File: src/rtl/brmask_mgr_pkg.sv
// Shared core definitions for branch-tag bookkeeping: tag count, the one-hot
// tag type and the per-cycle resolution classification.
package brmask_mgr_pkg;

    localparam int WIDTH_BRM = 4;

    typedef logic [WIDTH_BRM-1:0] brtag_t;

    typedef enum logic [1:0] {
        RES_NONE,
        RES_CORRECT,
        RES_MISPRED,
        RES_FLUSH
    } res_kind_e;

endpackage

File: src/rtl/brmask_mgr_prio_enc_onehot.sv
// Lowest-index set-bit finder: returns the isolated lowest set bit of req_i
// as a one-hot vector, plus a flag saying whether any bit was set.
module prio_enc_onehot #(
    parameter int WIDTH = 4
) (
    input  logic [WIDTH-1:0] req_i,
    output logic [WIDTH-1:0] onehot_o,
    output logic             vld_o
);

    // Two's-complement trick: x & -x keeps only the lowest set bit.
    assign onehot_o = req_i & (~req_i + WIDTH'(1));
    assign vld_o    = |req_i;

endmodule

File: src/rtl/brmask_mgr.sv
// Branch-tag allocator: hands out one-hot tags at decode, tracks which tags
// each branch depends on, and produces kill masks on mispredict or flush.
module brmask_mgr #(
    parameter int WIDTH_BRM = brmask_mgr_pkg::WIDTH_BRM
) (
    input  logic                 i_clk,
    input  logic                 i_rst_n,
    input  logic                 i_alloc_req,
    output logic                 o_alloc_gnt,
    output logic [WIDTH_BRM-1:0] o_alloc_tag,
    output logic [WIDTH_BRM-1:0] o_brmask,
    input  logic                 i_res_vld,
    input  logic [WIDTH_BRM-1:0] i_res_tag,
    input  logic                 i_res_mispred,
    input  logic                 i_flush,
    output logic                 o_kill_vld,
    output logic [WIDTH_BRM-1:0] o_kill_mask,
    output logic                 o_full
);
    import brmask_mgr_pkg::*;

    logic [WIDTH_BRM-1:0] live_q, live_d;
    logic [WIDTH_BRM-1:0] dep_q [WIDTH_BRM];
    logic [WIDTH_BRM-1:0] dep_d [WIDTH_BRM];
    logic                 kill_vld_q, kill_vld_d;
    logic [WIDTH_BRM-1:0] kill_mask_q, kill_mask_d;
    logic                 full_q, full_d;

    res_kind_e            res_kind;
    logic                 res_ok;
    logic [WIDTH_BRM-1:0] res_clr;
    logic [WIDTH_BRM-1:0] kill_set;
    logic [WIDTH_BRM-1:0] free_onehot;
    logic                 free_vld;
    logic                 gnt;

    // Free tags come from the registered live mask, so a tag freed this cycle
    // only becomes grantable after the edge.
    prio_enc_onehot #(
        .WIDTH (WIDTH_BRM)
    ) u_free_enc (
        .req_i    (~live_q),
        .onehot_o (free_onehot),
        .vld_o    (free_vld)
    );

    always_comb begin
        // NOTE: every always_comb output gets a default first so no path infers a latch.
        res_ok   = i_res_vld && $onehot(i_res_tag) && ((i_res_tag & live_q) != '0);
        res_kind = RES_NONE;
        if (i_flush) begin
            res_kind = RES_FLUSH;
        end else if (res_ok && i_res_mispred) begin
            res_kind = RES_MISPRED;
        end else if (res_ok) begin
            res_kind = RES_CORRECT;
        end
        res_clr = (res_kind == RES_CORRECT) ? i_res_tag : '0;
    end

    // Stale dep entries of dead tags may still name r, so the result is
    // clipped to the live set.
    always_comb begin
        kill_set = i_res_tag;
        for (int j = 0; j < WIDTH_BRM; j++) begin
            if ((dep_q[j] & i_res_tag) != '0) begin
                kill_set[j] = 1'b1;
            end
        end
        kill_set = kill_set & live_q;
    end

    assign gnt         = i_alloc_req && free_vld && !i_flush && !(i_res_vld && i_res_mispred);
    assign o_alloc_gnt = gnt;
    assign o_alloc_tag = free_onehot;

    always_comb begin
        live_d      = live_q;
        dep_d       = dep_q;
        kill_vld_d  = 1'b0;
        kill_mask_d = '0;
        case (res_kind)
            RES_FLUSH: begin
                live_d      = '0;
                for (int j = 0; j < WIDTH_BRM; j++) dep_d[j] = '0;
                kill_vld_d  = 1'b1;
                kill_mask_d = '1;
            end
            RES_MISPRED: begin
                live_d      = live_q & ~kill_set;
                kill_vld_d  = 1'b1;
                kill_mask_d = kill_set;
            end
            RES_CORRECT: begin
                live_d = live_q & ~i_res_tag;
                for (int j = 0; j < WIDTH_BRM; j++) dep_d[j] = dep_q[j] & ~i_res_tag;
            end
            default: ;
        endcase
        if (gnt) begin
            live_d = live_d | free_onehot;
            for (int j = 0; j < WIDTH_BRM; j++) begin
                if (free_onehot[j]) dep_d[j] = live_q & ~res_clr;
            end
        end
        full_d = &live_d;
    end

    always_ff @(posedge i_clk or negedge i_rst_n) begin
        if (!i_rst_n) begin
            live_q      <= '0;
            // NOTE: the dep array is reset too; a flush-free path could otherwise kill from X entries.
            for (int j = 0; j < WIDTH_BRM; j++) dep_q[j] <= '0;
            kill_vld_q  <= 1'b0;
            kill_mask_q <= '0;
            full_q      <= 1'b0;
        end else begin
            // NOTE: non-blocking assignments so all state updates see pre-edge values.
            live_q      <= live_d;
            dep_q       <= dep_d;
            kill_vld_q  <= kill_vld_d;
            kill_mask_q <= kill_mask_d;
            full_q      <= full_d;
        end
    end

    assign o_brmask    = live_q;
    assign o_kill_vld  = kill_vld_q;
    assign o_kill_mask = kill_mask_q;
    assign o_full      = full_q;

endmodule

File: config.mk
export PLATFORM = sky130hd
export DESIGN_NAME = brmask_mgr
export DESIGN_NICKNAME = d
export VERILOG_FILES = /design/src/rtl/brmask_mgr_pkg.sv /design/src/rtl/brmask_mgr_prio_enc_onehot.sv /design/src/rtl/brmask_mgr.sv
export SDC_FILE = /design/constraint.sdc
export NUM_CORES = 1
export LEC_CHECK = 0
export BUFFER_PORTS_ARGS = -buffer_cell sky130_fd_sc_hd__buf_2
export CAP_MARGIN = 20
export CORE_AREA = 2 2 55 57
export DETAILED_ROUTE_END_ITERATION = 7
export DIE_AREA = 0 0 57 59
export PLACE_DENSITY = 0.77
export SYNTH_ARGS = -nofsm -noshare
export SYNTH_HDL_FRONTEND = slang
export SYNTH_SLANG_ARGS = --single-unit
export TNS_END_PERCENT = 5
File: constraint.sdc
create_clock -name i_clk -period 2.8 [get_ports i_clk]
set_clock_uncertainty 0.15 [all_clocks]
set_input_delay 0.28 -clock i_clk [delete_from_list [all_inputs] [get_ports i_clk]]
set_output_delay 0.28 -clock i_clk [all_outputs]
set_load 0.05 [all_outputs]
==> impl_metrics.py, run 1 <==
metrics = {
    "status": {
        "status": "completed",
    },
    "layout": {
        "final_nets": 208,
        "layout-drive-gt1-share_pct": 40.5,
        "fin_cells": 221,
        "final_area_mm2": 0.00186,
        "syn_to_final_growth_pct": 40.2,
        "n_antenna_cell": 0,
    },
    "setup_path": {
        "regToRegEndpoint": "o_full$_DFF_PN0_",
        "cp_max_fo": 3,
        "endpoint": "o_full$_DFF_PN0_",
        "start_kind": "input port",
        "path_class": "in -> reg",
        "required_ns": 2.91,
        "worstSetupEndpointType": "flip-flop",
        "reg2reg_slack_ns": 0.43,
        "reg2reg_depth": 9,
        "crit_path_start": "i_res_tag[0]",
        "timing.rr.start": "o_brmask[2]$_DFF_PN0_",
        "worstPathArrival_ns": 2.86,
    },
    "place": {
        "dp_cells": 212,
        "dp_hpwl_um": 2690,
        "placed_cell_area_mm2": 0.00168,
        "port_buffers": 24,
        "place_congestion": 0.903,
    },
    "routing": {
        "post-route-drc-count": 0,
        "detail_route.iter0.violations": 39,
        "drt_wl_total_um": 3770,
        "vias_per_cell": 6.08,
        "drt-pass1-iter-count": 4,
        "drtAntennaViolNets": 0,
        "vias": 1344,
        "wl_per_cell_um": 17.0,
    },
    "cts": {
        "cts_tree": "yes",
        "clk_latency_ns": 0.32,
        "cts-root-buf": "clkbuf_4",
        "clk_pin_slew_worst_paths_ns": 0.13,
        "cts_buffers": 3,
        "htreeDepth": 1,
        "cts_buffer_depth": 2,
        "clock-sinks": 22,
    },
    "global_routing": {
        "grt_pass1_wl_um": 6110,
        "grt_usage_pct": 23.9,
        "grt_max_degree": 23,
        "antenna_found_initial": 0,
        "grt_pass1_vias": 1276,
        "overflow": 0,
    },
    "die": {
        "fp.coreArea_mm2": 0.00271,
        "ios": 25,
        "rows": 19,
        "fp.dieH_um": 59,
        "fp.dieArea_mm2": 0.00336,
        "fp.dieW_um": 57,
        "start_util_pct": 49.0,
    },
    "synth": {
        "synth_ff_type": "dfrtp_1",
        "netlist_area_mm2": 0.00133,
        "synth_top_area_share_pct": 41.5,
        "synth_area_leader_cell": "dfrtp_1",
        "yosys_warnings": 0,
        "synth_most_common_cell": "nand2_1",
        "synth_cell_types": 37,
        "synth-seq-cells": 22,
        "synth_cells": 143,
        "synth_area_leaders": "dfrtp_1 41%, nand2_1 7.9%, ha_1 5.7%",
        "ys_seq_area_share_pct": 41.5,
        "synth_common_cells": "28 x nand2_1, 22 x dfrtp_1, 11 x inv_1, 10 x a21oi_1, 7 x a31oi_1",
        "syn_nets": 160,
        "synth-edff-count": 0,
        "ys_async_sr_fraction_pct": 100,
        "syn-mean-instance-area_um2": 9.28,
    },
    "timing": {
        "final-max-slew-violation-count": 0,
        "hold_violations": 0,
        "holdWs_ns": 0.229,
        "period_share_pct": 98.3,
        "min_period_ns": 2.75,
        "tns_ns": 0,
        "rsz0062_at_grt": "yes",
        "tightest_slew_ns": 0.488,
        "slew_headroom_pct": 67.4,
        "max_freq_mhz": 363,
        "finalSetupViolCount": 0,
    },
    "flow_run": {
        "drv_cap": 0,
    },
    "pwr": {
        "p_clk_share_pct": 31.0,
        "power_uw": 816,
        "swShare_pct": 31.8,
        "p_comb_share_pct": 27.6,
        "p_int_uw": 557,
        "p_switching_uw": 260,
        "p_leak_uw": 0.000878,
        "seq_power_share_pct": 41.4,
        "max-vdd-ir-drop_uv": 324,
        "power_density_mw_per_mm2": 439,
    },
    "hold_path": {
        "min-delay-path-class": "in -> reg",
    },
}
[flip-flops by register name (all words and copies together) (netlist names)]
register and flops:
o_brmask 4, o_kill_mask 4, dep_q 12, o_kill_vld 1
o_full 1
[through the flow]
stage	setup slack, ns	util (%)
2_1_floorplan	-0.306	-
3_3_place_gp	-0.356	61.8
3_5_place_dp	-0.478	61.8
4_1_cts	0.00694	67.1
5_1_grt	-0.0434	68.7
6_report	0.0483	68.7
[worst min path at each step]
stage          cells after the start    startpoint  slack, ns                       end
6_report                           4  i_res_tag[0]       0.23     o_brmask[0]$_DFF_PN0_
5_1_grt                            4  i_res_tag[0]       0.25     o_brmask[0]$_DFF_PN0_
4_1_cts                            4  i_res_tag[0]       0.25     o_brmask[0]$_DFF_PN0_
3_5_place_dp                       1       i_rst_n       0.12     o_brmask[3]$_DFF_PN0_
3_3_place_gp                       1       i_rst_n       0.11  o_kill_mask[1]$_DFF_PN0_
2_1_floorplan                      0       i_rst_n      -0.17        dep_q[0]$_DFF_PN0_
[kinds of logic (layout without fill, tap and decap cells)]
group           after synthesis  in the layout  synth area share (%)
simple gates                 52             52                  20.4
compound gates               44             44                  25.2
flops                        22             22                  41.5
buf+inv                      18             65                  5.84
fa+ha+maj                     7              7                  7.16
[metal layers]
metal	vias up	track usage, %	wire (um)
met2	70	42.0	1870
met5	-	0	0
met1	643	28.4	1510
met3	13	5.02	277
met4	0	9.97	113
li1	618	-	-
[cell usage in the layout (no fill, tap or decap), types with 3 or more instances in the layout]
cell	instances
o22ai_1	6
nor2_1	5
a311o_1	4
clkbuf_4	3
a21oi_1	8
nand2_1	28
dfrtp_1	22
buf_2	22
nand3_1	6
a22oi_2	3
a31oi_1	7
ha_4	4
buf_4	24
inv_1	7
[power by group through the flow]
stage	clock [uW]	sequential (uW)	combinational (uW)
4_1_cts	256	337	216
5_1_grt	268	339	241
2_1_floorplan	0	366	111
3_3_place_gp	0	342	191
3_5_place_dp	0	343	196
6_report	253	338	225
[worst max-delay path, stage by stage]
cell	delay [ns]
buf_8	0.08
inv_4	0.04
fa_1	0.53
inv_1	0.04
ha_2	0.17
ha_4	0.21
nand4bb_4	0.21
a211o_4	0.32
nand2_8	0.11
inv_6	0.04
ha_4	0.16
nand2b_4	0.17
o311ai_4	0.28
and4_1	0.23
[cell type report]
cell class                 count  area [um2]
multi-input combinational    103         837
fill                         205         850
tap                           31        38.8
clock inverter                 1        30.0
clock buffer                   3        22.5
sequential                    22         551
timing repair buffer          49         327
inverter                      12        55.1
[what timing repair did]
| action | in CTS | in global routing |
|---|---|---|
| hold buffers | 1 | 0 |
| buffers inserted | 3 | 2 |
| gates resized for setup | 8 | 7 |
| hold endpoints to repair | 22 | 0 |
| pin swaps | 7 | 5 |
| endpoints found under the setup margin | 3 | 2 |
Power figures use the tool's default switching activity.
==> inputs of run 2 (changes only) <==
Settings changed: CORE_AREA 2 2 55 57 to 2 2 61 63, DIE_AREA 0 0 57 59 to 0 0 63 65, PLACE_DENSITY 0.77 to 0.65.
==> run 2 against run 1 <==
Effect of this change:
- critical path depth did not move
- largest cell class unchanged
- combinational power barely moved
- clock power decreased by 45%
==> impl_metrics.py, run 2 (synthesis results as in run 1) <==
metrics = {
    "status": {
        "status": "completed",
    },
    "layout": {
        "final_nets": 204,
        "layout-drive-gt1-share_pct": 38.9,
        "final_common_cell": "nand2_1",
        "syn_to_final_growth_pct": 37.2,
        "regArea_um2": 551,
        "multi_input_area_um2": 837,
        "n_antenna_cell": 0,
        "fillers": 326,
        "final_cell_mix": "28 x nand2_1, 22 x dfrtp_1, 22 x buf_2",
        "largest_reg_flops": 12,
        "top_register": "dep_q",
        "final_util_pct": 52.1,
    },
    "die": {
        "fp.coreArea_mm2": 0.00350,
        "ios": 25,
        "fp.dieH_um": 65,
        "rows": 22,
        "fp.dieArea_mm2": 0.00410,
        "fp.dieW_um": 63,
        "start_util_pct": 38.0,
    },
    "setup_path": {
        "cp_max_fo": 3,
        "worstPathCellList": "buf_6 -> inv_4 -> fa_1 -> inv_1 -> ha_2 -> ha_4 -> nand4bb_4 -> a211o_4 -> nand2_8 -> inv_6 -> ha_2 -> nand2b_4 -> o311ai_4 -> and4_1",
        "crit_top_cell": "ha_2",
        "worstSetupEndpointType": "flip-flop",
        "start_kind": "input port",
        "worstPathArrival_ns": 2.84,
        "max_stage_delay_ns": 0.52,
        "path_class": "in -> reg",
        "required_ns": 2.89,
        "path_buf_inv": 4,
        "crit_slowest_cell": "fa_1",
        "crit_family": "adder cells",
    },
    "cts": {
        "clk_pin_slew_worst_paths_ns": 0.11,
        "htreeDepth": 1,
        "clock-sinks": 22,
        "cts_buffers": 3,
        "clk_latency_ns": 0.30,
        "cts-root-buf": "clkbuf_4",
        "cts_tree": "yes",
        "cts_buffer_depth": 2,
    },
    "routing": {
        "drtAntennaViolNets": 0,
        "wl_per_cell_um": 15.9,
        "detail_route.iter0.violations": 83,
        "vias_per_cell": 5.46,
        "drt_wl_total_um": 3700,
        "drt-pass1-iter-count": 4,
        "post-route-drc-count": 0,
        "vias": 1273,
    },
    "pwr": {
        "max-vdd-ir-drop_uv": 205,
        "p_leak_uw": 0.000854,
        "power_density_mw_per_mm2": 385,
        "power_uw": 702,
    },
    "timing": {
        "max_freq_mhz": 364,
        "min_period_ns": 2.74,
        "holdWs_ns": 0.233,
        "rsz0062_at_grt": "no",
        "slew_headroom_pct": 67.1,
        "tns_ns": 0,
        "finalSetupViolCount": 0,
        "hold_violations": 0,
        "final-max-slew-violation-count": 0,
        "tightest_slew_ns": 0.493,
        "period_share_pct": 98.0,
    },
    "global_routing": {
        "overflow": 0,
        "grt_usage_pct": 19.1,
        "grt_pass1_vias": 1216,
        "antenna_found_initial": 0,
        "grt_max_degree": 23,
        "grt_pass1_wl_um": 5980,
    },
    "place": {
        "port_buffers": 24,
        "dp_hpwl_um": 2760,
        "place_congestion": 0.845,
    },
    "hold_path": {
        "min-delay-path-class": "in -> reg",
    },
    "flow_run": {
        "drv_cap": 0,
    },
}
run 2: cell types whose count changed in the layout (fill, tap and decap cells not counted):
cell	change
o311ai_2	-1
buf_6	+2
buf_8	-1
buf_4	-5
bufinv_16	-1
ha_4	-1
ha_2	+1
o311ai_4	+1
run 2: path summary, 6_finish.rpt:
| kind | startpoint | end | slack [ns] | depth (start not counted) |
|---|---|---|---|---|
| max reg2reg | o_brmask[0]$_DFF_PN0_ | o_full$_DFF_PN0_ | 0.43 | 9 |
| min | i_res_tag[3] | dep_q[7]$_DFF_PN0_ | 0.23 | 4 |
| min in group asynchronous | i_rst_n | dep_q[13]$_DFF_PN0_ | 0.31 | 2 |
| min reg2reg | dep_q[15]$_DFF_PN0_ | dep_q[15]$_DFF_PN0_ | 0.39 | 2 |
| max | i_res_tag[1] | o_full$_DFF_PN0_ | 0.06 | 14 |
| max in group asynchronous | i_rst_n | dep_q[0]$_DFF_PN0_ | 1.85 | 2 |
run 2: worst register-to-register path: stages, from the launching register on:
cell,delay [ns]
dfrtp_1,0.52
a22oi_2,0.32
a21oi_2,0.11
a21oi_4,0.19
inv_2,0.08
ha_4,0.27
buf_6,0.10
nand2b_4,0.08
o311ai_4,0.27
and4_1,0.22
run 2: through the flow:
step	cell area [um2]	instances	worst slack, ns
global route	1820	233	0.00255
floorplan	1430	143	-0.306
CTS	1780	233	0.0259
global placement	1690	228	-0.366
finish	1820	233	0.0563
detailed placement	1690	228	-0.411
run 2: what timing repair did:
item / CTS / global route
endpoints found under the hold margin: 22 / 0
pin swaps: 5 / 5
resized for setup: 6 / 8
hold buffers: 1 / 0
setup endpoints to repair: 2 / 1
setup buffers: 1 / 0
run 2: area by class of cell:
cell class              instances  share of cell area, %
inverters                      12                   3.02
well taps                      48                   3.30
flip-flops and latches         22                   30.2
multi-input cells             103                   45.9
repair buffers                 45                   16.3
clock buffers                   3                   1.24
run 2: layer usage:
metal	GRT usage (%)	part of all wire [%]
met1	23.1	42
met4	4.44	1.1
met2	34.2	52
met3	4.51	4.7
met5	0	0
run 2: power by group:
group          total [uW]  switching, uW  internal, uW
logic                 225            141          83.4
clock network         139           88.3          50.2
registers             339           11.0           328
total                 702            241           461
